`src/rtl/iq_credit_arbiter.sv`:
```
// iq_credit_arbiter: round-robin front-end arbiter for one issue queue.
// Owns the queue's credit pool, grants at most one requester per cycle
// while a credit is held, and registers the winner's payload onto put/din.
//
// Handshake: a requester holds src_req[i] and its src_data slice stable until
// it observes src_gnt[i]=1. The payload is consumed in that same cycle.
// The queue side has no back-pressure: credits guarantee room, so put is a
// plain one-cycle write strobe with din valid alongside it.
module iq_credit_arbiter #(
    parameter int N     = 4,
    parameter int DW    = 16,
    parameter int DEPTH = 8,
    parameter int CW    = $clog2(DEPTH + 1),
    parameter int PW    = $clog2(N)
) (
    input  logic            clk,
    input  logic            rst,
    input  logic            replenish,
    input  logic            flush,
    input  logic            credit_ret,
    input  logic [N-1:0]    src_req,
    input  logic [N*DW-1:0] src_data,
    output logic [N-1:0]    src_gnt,
    output logic            put,
    output logic [DW-1:0]   din,
    output logic [CW-1:0]   credits,
    output logic            busy,
    output logic            err,
    output logic [1:0]      dbg_state,
    output logic [PW-1:0]   dbg_ptr
);

    typedef enum logic [1:0] {
        S_INIT  = 2'd0,
        S_RUN   = 2'd1,
        S_DRAIN = 2'd2
    } state_t;

    localparam logic [CW-1:0] FULL = CW'(DEPTH);

    state_t          state_q, state_d;
    logic [CW-1:0]   credits_q, credits_d;
    logic [PW-1:0]   ptr_q, ptr_d;
    logic            put_q;
    logic [DW-1:0]   din_q, din_d;
    logic            err_q, err_d;

    logic            found;
    logic [PW-1:0]   gnt_idx;
    logic            g;

    // Round-robin search starting at ptr_q; first set request wins.
    always_comb begin
        found   = 1'b0;
        gnt_idx = '0;
        for (int k = 0; k < N; k++) begin
            int c;
            c = (int'(ptr_q) + k) % N;
            if (!found && src_req[PW'(c)]) begin
                found   = 1'b1;
                gnt_idx = PW'(c);
            end
        end
    end

    // Grant qualification, grant vector and busy indication.
    always_comb begin
        g = (state_q == S_RUN) && (credits_q != '0) && !replenish && !flush
            && !rst && found;
        src_gnt = '0;
        if (g) begin
            src_gnt = {{(N-1){1'b0}}, 1'b1} << gnt_idx;
        end
        busy = ((state_q == S_RUN) && (credits_q == '0))
            || ((state_q != S_RUN) && (|src_req));
    end

    // Next-state: replenish always lands in RUN; flush only leaves RUN.
    always_comb begin
        state_d = state_q;
        if (replenish) begin
            state_d = S_RUN;
        end else if (flush && (state_q == S_RUN)) begin
            state_d = S_DRAIN;
        end
    end

    // Credit accounting, overflow detection, pointer and payload capture.
    always_comb begin
        credits_d = credits_q;
        err_d     = err_q;
        ptr_d     = ptr_q;
        din_d     = din_q;
        if (replenish) begin
            credits_d = FULL;
        end else if (g && !credit_ret) begin
            credits_d = credits_q - 1'b1;
        end else if (!g && credit_ret) begin
            if (credits_q == FULL) begin
                err_d = 1'b1;
            end else begin
                credits_d = credits_q + 1'b1;
            end
        end
        if (g) begin
            ptr_d = (gnt_idx == PW'(N - 1)) ? '0 : gnt_idx + 1'b1;
            din_d = src_data[gnt_idx*DW +: DW];
        end
    end

    // State, credit, pointer and output registers with synchronous reset.
    always_ff @(posedge clk) begin
        if (rst) begin
            state_q   <= S_INIT;
            credits_q <= '0;
            ptr_q     <= '0;
            put_q     <= 1'b0;
            din_q     <= '0;
            err_q     <= 1'b0;
        end else begin
            state_q   <= state_d;
            credits_q <= credits_d;
            ptr_q     <= ptr_d;
            put_q     <= g;
            din_q     <= din_d;
            err_q     <= err_d;
        end
    end

    assign put       = put_q;
    assign din       = din_q;
    assign credits   = credits_q;
    assign err       = err_q;
    assign dbg_state = state_q;
    assign dbg_ptr   = ptr_q;

endmodule

```
`config.mk`:
```
export PLATFORM = sky130hd
export DESIGN_NAME = iq_credit_arbiter
export DESIGN_NICKNAME = d
export VERILOG_FILES = /design/src/rtl/iq_credit_arbiter.sv
export SDC_FILE = /design/constraint.sdc
export NUM_CORES = 1
export LEC_CHECK = 0
export CAP_MARGIN = 20
export CORE_UTILIZATION = 41
export DETAILED_ROUTE_END_ITERATION = 8
export PLACE_DENSITY = 0.86
export SLEW_MARGIN = 20
export SYNTH_ARGS = -nofsm -noshare
export SYNTH_HDL_FRONTEND = slang
export SYNTH_SLANG_ARGS = --single-unit
```
`constraint.sdc`:
```
create_clock -name clk -period 4.92 [get_ports clk]
set_clock_uncertainty 0.2 [all_clocks]
set_input_delay 0.984 -clock clk [delete_from_list [all_inputs] [get_ports clk]]
set_output_delay 0.984 -clock clk [all_outputs]
set_load 0.03 [all_outputs]
```
==> flow_summary.yaml, run 1 <==
logic_synthesis:
  syn_inst: 173
  synth_flop_cell: "dfxtp_1"
  yosysMostFrequentCell: "mux2i_1"
  yosysWarnings: 0
  synthDistinctLibCells: 36
  synth_area_leaders: "dfxtp_1 (30%), mux2i_1 (19%), o221ai_2 (8.6%), nand3b_1 (6.9%), ha_1 (5.7%)"
  avgSynthCellArea_um2: 10.07
  synth_area_leader_cell: "dfxtp_1"
  synth_commonest_cells: "mux2i_1 (33), dfxtp_1 (26), nand3b_1 (16)"
  netlist_area_um2: 1743
  synth_top_area_share: 0.2986
  synth_edf_count: 0
  synth-seq-cells: 26
  async_reset_ff_frac: 0
  syn_nets: 255
  yosysSeqAreaShare: 0.2986
power_and_ir_drop:
  leakagePower_nw: 1.073
  peakVddDrop_uv: 114.2
  finalPower_mw: 0.4957
  power_density_nw_per_um2: 175.0
setup_path:
  worstPathArrival_ns: 2.96
  crit_path_max_fanout: 10
  reg2reg_to: "credits[3]"
  critPathLaunch: "replenish"
  cp-end-kind: "primary output"
  reg2reg_depth: 11
  reg2reg_slack_ns: 1.82
  r2r_start: "dbg_state[1]"
  critPathKind: "input pin to primary output"
  required_ns: 3.74
  startpoint_type: "input pin"
clocking:
  clk_latency_ns: 0.27
  clock-root-buffer: "clkbuf_8"
  tritoncts: "done"
  cts_setup_buffers: 0
  cts_resized: 0
  numCtsBuffers: 3
  cts_buffer_depth: 2
  path_clk_slew_ns: 0.09
  cts.sinks: 26
  htree_levels: 1
  cts-hold-fix-buffers: 0
timing:
  min_period_ns: 4.145
  fin_tns_setup_ns: 0
  relSlewSlack: 0.6137
  post-route-period-util: 0.8424
  rsz0062_at_grt: "no"
  max_freq_mhz: 241.3
  setup_violations: 0
  tightest_slew_ns: 0.5781
  hold_viol_final: 0
  final_max_slew_viol_count: 0
drt:
  avgViaCountPerCell: 5.427
  detail-route-antenna-nets: 0
  dr.pass1.iters: 4
  drtIter0Drc: 67
  wirelength_um: 4800
  vias: 1753
  routedWlPerCell_um: 14.86
  drc: 0
run_status:
  status: "finished clean"
hold_path:
  min_from: "err"
  whs_path_depth: 2
  hp-class: "register to register"
  hold_end: "err"
global_route:
  antenna_found_initial: 0
  grt_max_degree: 26
  grt_pass1_vias: 1682
  grt-ovfl-total: 0
  grt_pass1_wl_um: 7376
  grt_usage: 0.2129
floorplan:
  chipHeight_um: 67.20
  ioPinCount: 104
  core_um2: 4029
  design.die.area_um2: 4516
  row_count: 23
  die_x_um: 67.20
  start_util: 0.4326
cells_and_area:
  syn2layout_area_growth_pct: 62.53
  diodes: 0
  drive_gt1_frac: 0.09158
  final_nets: 357
placement:
  place_hpwl_um: 3512
  gp_routability_congestion: 0.8673
  port_buffers: 103
run:
  cap_violations: 0
## logic make-up (layout without fill, tap and decap cells)
family	count (synthesis)	after routing	share of synthesized area
xor gates and xnor gates	2	2	0.01005
and+or+nand+nor	46	46	0.1694
adders and majority gates	9	9	0.06892
DFF	26	26	0.2986
AOI/OAI and AO/OA	36	36	0.1910
buffers and inverters	21	121	0.07251
muxes	33	33	0.1895
## state kept, by name, indices dropped and copies added, names as in the netlist
name       count
credits        4
dbg_ptr        2
err            1
din           16
dbg_state      2
put            1
## critical path, stage by stage
cell and delay [ns]:
clkdlybuf4s50_1 0.55, or3_1 0.41, or4_1 0.60, clkinv_8 0.12, and2_1 0.13, buf_4 0.15
## metal layers
layer | GRT usage | vias to the layer above | share of wire | wire (um)
li1 | - | 849 | - | -
met1 | 0.2441 | 833 | 0.41 | 1964
met2 | 0.4063 | 67 | 0.52 | 2496
met3 | 0.02703 | 4 | 0.063 | 300
met4 | 0.05851 | 0 | 0.0081 | 39
met5 | 0 | - | 0 | 0
## power breakdown
part           internal [mW]  leakage [nW]  total (mW)  switching [mW]
Clock                 0.0548        0.0216       0.121          0.0657
Sequential             0.216         0.211       0.222         0.00584
Combinational         0.0906         0.841       0.153          0.0628
## through the flow
stage	setup slack [ns]	cell area (um^2)	hold WS, ns	utilization	instances
3_5_place_dp	0.6814	2791	0.2674	0.6929	320
2_1_floorplan	1.305	1743	0.4413	-	173
6_report	0.7754	2833	0.2786	0.7031	323
5_1_grt	0.5711	2833	0.3441	0.7031	323
3_3_place_gp	0.7547	2791	0.2664	0.6929	320
4_1_cts	0.7672	2833	0.2869	0.7031	323
## cells in the final DEF, fill, tap and decap left out, types with 2 or more instances in the layout
cell type	count
ha_1	8
nor3_1	4
and2_1	4
o221ai_1	6
o221ai_2	10
inv_1	10
nor2_1	8
dfxtp_1	26
a21oi_1	8
mux2i_1	33
nand2_4	2
nor4_1	2
clkbuf_8	3
nand3b_1	16
buf_4	8
clkdlybuf4s50_1	99
a31oi_1	3
nand2b_1	4
xnor2_1	2
## worst max-delay path by stage
stage                      end  slack (ns)  depth (start not counted)
finish              src_gnt[0]        0.78                          6
floorplan           src_gnt[0]        1.30                          6
detailed placement  credits[3]        0.68                         11
global route        src_gnt[1]        0.57                          8
global placement    credits[3]        0.75                         11
CTS                 src_gnt[1]        0.77                          8
## cell type report
type | count | area, um^2
Sequential cell | 26 | 520.5
Multi-Input combinational cell | 126 | 1104
Fill cell | 340 | 1196
Inverter | 11 | 53.80
Timing Repair Buffer | 107 | 1051
Tap cell | 50 | 62.56
Clock buffer | 3 | 41.29
Note: power is estimated with default switching activity, not from simulation.
==> run 2, diff against run 1 <==
--- a/config.mk
+++ b/config.mk
@@ -6,9 +6,9 @@
 export NUM_CORES = 1
 export LEC_CHECK = 0
 export CAP_MARGIN = 20
-export CORE_UTILIZATION = 41
+export CORE_UTILIZATION = 38
 export DETAILED_ROUTE_END_ITERATION = 8
-export PLACE_DENSITY = 0.86
+export PLACE_DENSITY = 0.8
 export SLEW_MARGIN = 20
 export SYNTH_ARGS = -nofsm -noshare
 export SYNTH_HDL_FRONTEND = slang
==> constraint.sdc (replaced) <==
create_clock -name clk -period 4.2 [get_ports clk]
set_clock_uncertainty 0.2 [all_clocks]
set_input_delay 0.84 -clock clk [delete_from_list [all_inputs] [get_ports clk]]
set_output_delay 0.84 -clock clk [all_outputs]
set_load 0.03 [all_outputs]
==> run 2 against run 1 <==
Compared with the run above: sequential power grew 17%; first-iteration DRC count shrank 22%; cell count grew 0.93%; combinational power grew 18%; worst setup slack lost 0.26 ns; global-route usage shrank 1.1 points; count of clock-buffer cells in the layout is the same; die area grew 7.7%; utilization shrank 5.5 points; cell area grew 0.35%; total power grew 18%; sequential cell count is the same; largest power group unchanged.
==> flow_summary.yaml, run 2 (synthesis gave the netlist of run 1 again) <==
power_and_ir_drop:
  pwr-share-comb: 0.309
  p_sw_mw: 0.1596
  leakagePower_nw: 1.078
  peakVddDrop_uv: 109.3
  finalPower_mw: 0.5833
  intPower_mw: 0.4237
  power_density_nw_per_um2: 205.2
  swShare: 0.2736
  p_seq_frac: 0.444
  p_clk_frac: 0.247
hold_path:
  whs_path_depth: 2
  min_from: "err"
  hp-class: "register to register"
  hold_end: "err"
placement:
  gp_routability_congestion: 0.8248
  place_hpwl_um: 3574
  port_buffers: 103
cells_and_area:
  multiInputGateArea_um2: 1104
  seq_area_um2: 520.5
  largest_reg_flops: 16
  fillers: 370
  final_nets: 358
  drive_gt1_frac: 0.09489
  diodes: 0
  layout_commonest_cell: "clkdlybuf4s50_1"
  mostFrequentLayoutCells: "clkdlybuf4s50_1 (99), mux2i_1 (33), dfxtp_1 (26)"
  syn2layout_area_growth_pct: 63.10
drt:
  vias: 1732
  dr.pass1.iters: 6
  drc: 0
  avgViaCountPerCell: 5.313
  routedWlPerCell_um: 14.78
  drtIter0Drc: 52
  wirelength_um: 4818
  detail-route-antenna-nets: 0
setup_path:
  crit_path_max_fanout: 11
  r2r_start: "dbg_state[1]"
  startpoint_type: "input pin"
  cp-end-kind: "primary output"
  worstPathArrival_ns: 2.64
  reg2reg_depth: 11
  reg2reg_slack_ns: 1.10
  required_ns: 3.16
  critPathKind: "input pin to primary output"
  reg2reg_to: "credits[3]"
global_route:
  grt-ovfl-total: 0
  antenna_found_initial: 0
  grt_usage: 0.2015
  grt_max_degree: 26
  grt_pass1_vias: 1740
  grt_pass1_wl_um: 7900
clocking:
  numCtsBuffers: 3
  clk_latency_ns: 0.27
  cts_setup_buffers: 0
  htree_levels: 1
  path_clk_slew_ns: 0.09
  tritoncts: "done"
  cts_buffer_depth: 2
  clock-root-buffer: "clkbuf_8"
  cts-hold-fix-buffers: 0
  cts.sinks: 26
  cts_resized: 0
floorplan:
  core_um2: 4384
  start_util: 0.3975
  row_count: 24
  die_x_um: 69.73
  design.die.area_um2: 4862
  ioPinCount: 104
  chipHeight_um: 69.73
timing:
  tightest_slew_ns: 0.4412
  final_max_slew_viol_count: 0
  hold_viol_final: 0
  min_period_ns: 3.680
  post-route-period-util: 0.8762
  fin_tns_setup_ns: 0
  relSlewSlack: 0.7032
  rsz0062_at_grt: "no"
  setup_violations: 0
  max_freq_mhz: 271.7
  timing.hold.ws_ns: 0.2673
run:
  cap_violations: 0
run_status:
  status: "finished clean"
[run 2: area by class of cell]
class,instances,area share
multi-input combinational,126,0.3882
timing repair buffer,108,0.3724
sequential,26,0.1831
tap,52,0.02289
inverter,11,0.01893
clock buffer,3,0.01452
[run 2: critical path: stages]
cell and delay (ns):
clkdlybuf4s50_1 0.47, a21oi_1 0.16, o21ai_0 0.14, a21oi_4 0.42
inv_1 0.12, ha_1 0.20, and2_1 0.13, buf_4 0.16
[run 2: stage by stage]
stage                 util  cells  setup WS (ns)  area (um^2)
floorplan                -    173         0.7542         1743
global placement    0.6390    323         0.3398         2801
detailed placement  0.6390    323         0.2658         2801
CTS                 0.6484    326         0.4973         2843
global route        0.6484    326         0.3768         2843
finish              0.6484    326         0.5199         2843
[run 2: power groups by stage]
stage / Sequential, mW / Combinational (mW) / Clock [mW]
after global placement: 0.265 / 0.178 / 0
final: 0.259 / 0.180 / 0.144
after floorplan: 0.277 / 0.0707 / 0
after CTS: 0.259 / 0.181 / 0.150
after detailed placement: 0.265 / 0.181 / 0
after global routing: 0.260 / 0.195 / 0.157
[run 2: how the worst max path moves through the flow]
stage,start,endpoint,slack (ns),cells after the start
finish,src_req[0],src_gnt[0],0.52,8
CTS,src_req[0],src_gnt[0],0.50,8
global placement,replenish,credits[3],0.34,11
detailed placement,rst,credits[3],0.27,11
global route,replenish,credits[3],0.38,11
floorplan,replenish,credits[3],0.75,12
[run 2: per-layer routing]
metal | track usage | part of all wire | up-vias
met5 | 0 | 0 | -
met4 | 0.06000 | 0.013 | 0
met3 | 0.03052 | 0.056 | 6
met2 | 0.3711 | 0.49 | 70
met1 | 0.2396 | 0.44 | 805
li1 | - | - | 851
==> run 3, diff against run 2 <==
--- a/config.mk
+++ b/config.mk
@@ -9,6 +9,7 @@
 export CORE_UTILIZATION = 38
 export DETAILED_ROUTE_END_ITERATION = 8
 export PLACE_DENSITY = 0.8
+export SKIP_CTS_REPAIR_TIMING = 1
 export SLEW_MARGIN = 20
 export SYNTH_ARGS = -nofsm -noshare
 export SYNTH_HDL_FRONTEND = slang
==> results of run 3 <==
Same layout as run 2: the final DEF is identical, and so are final timing and power.
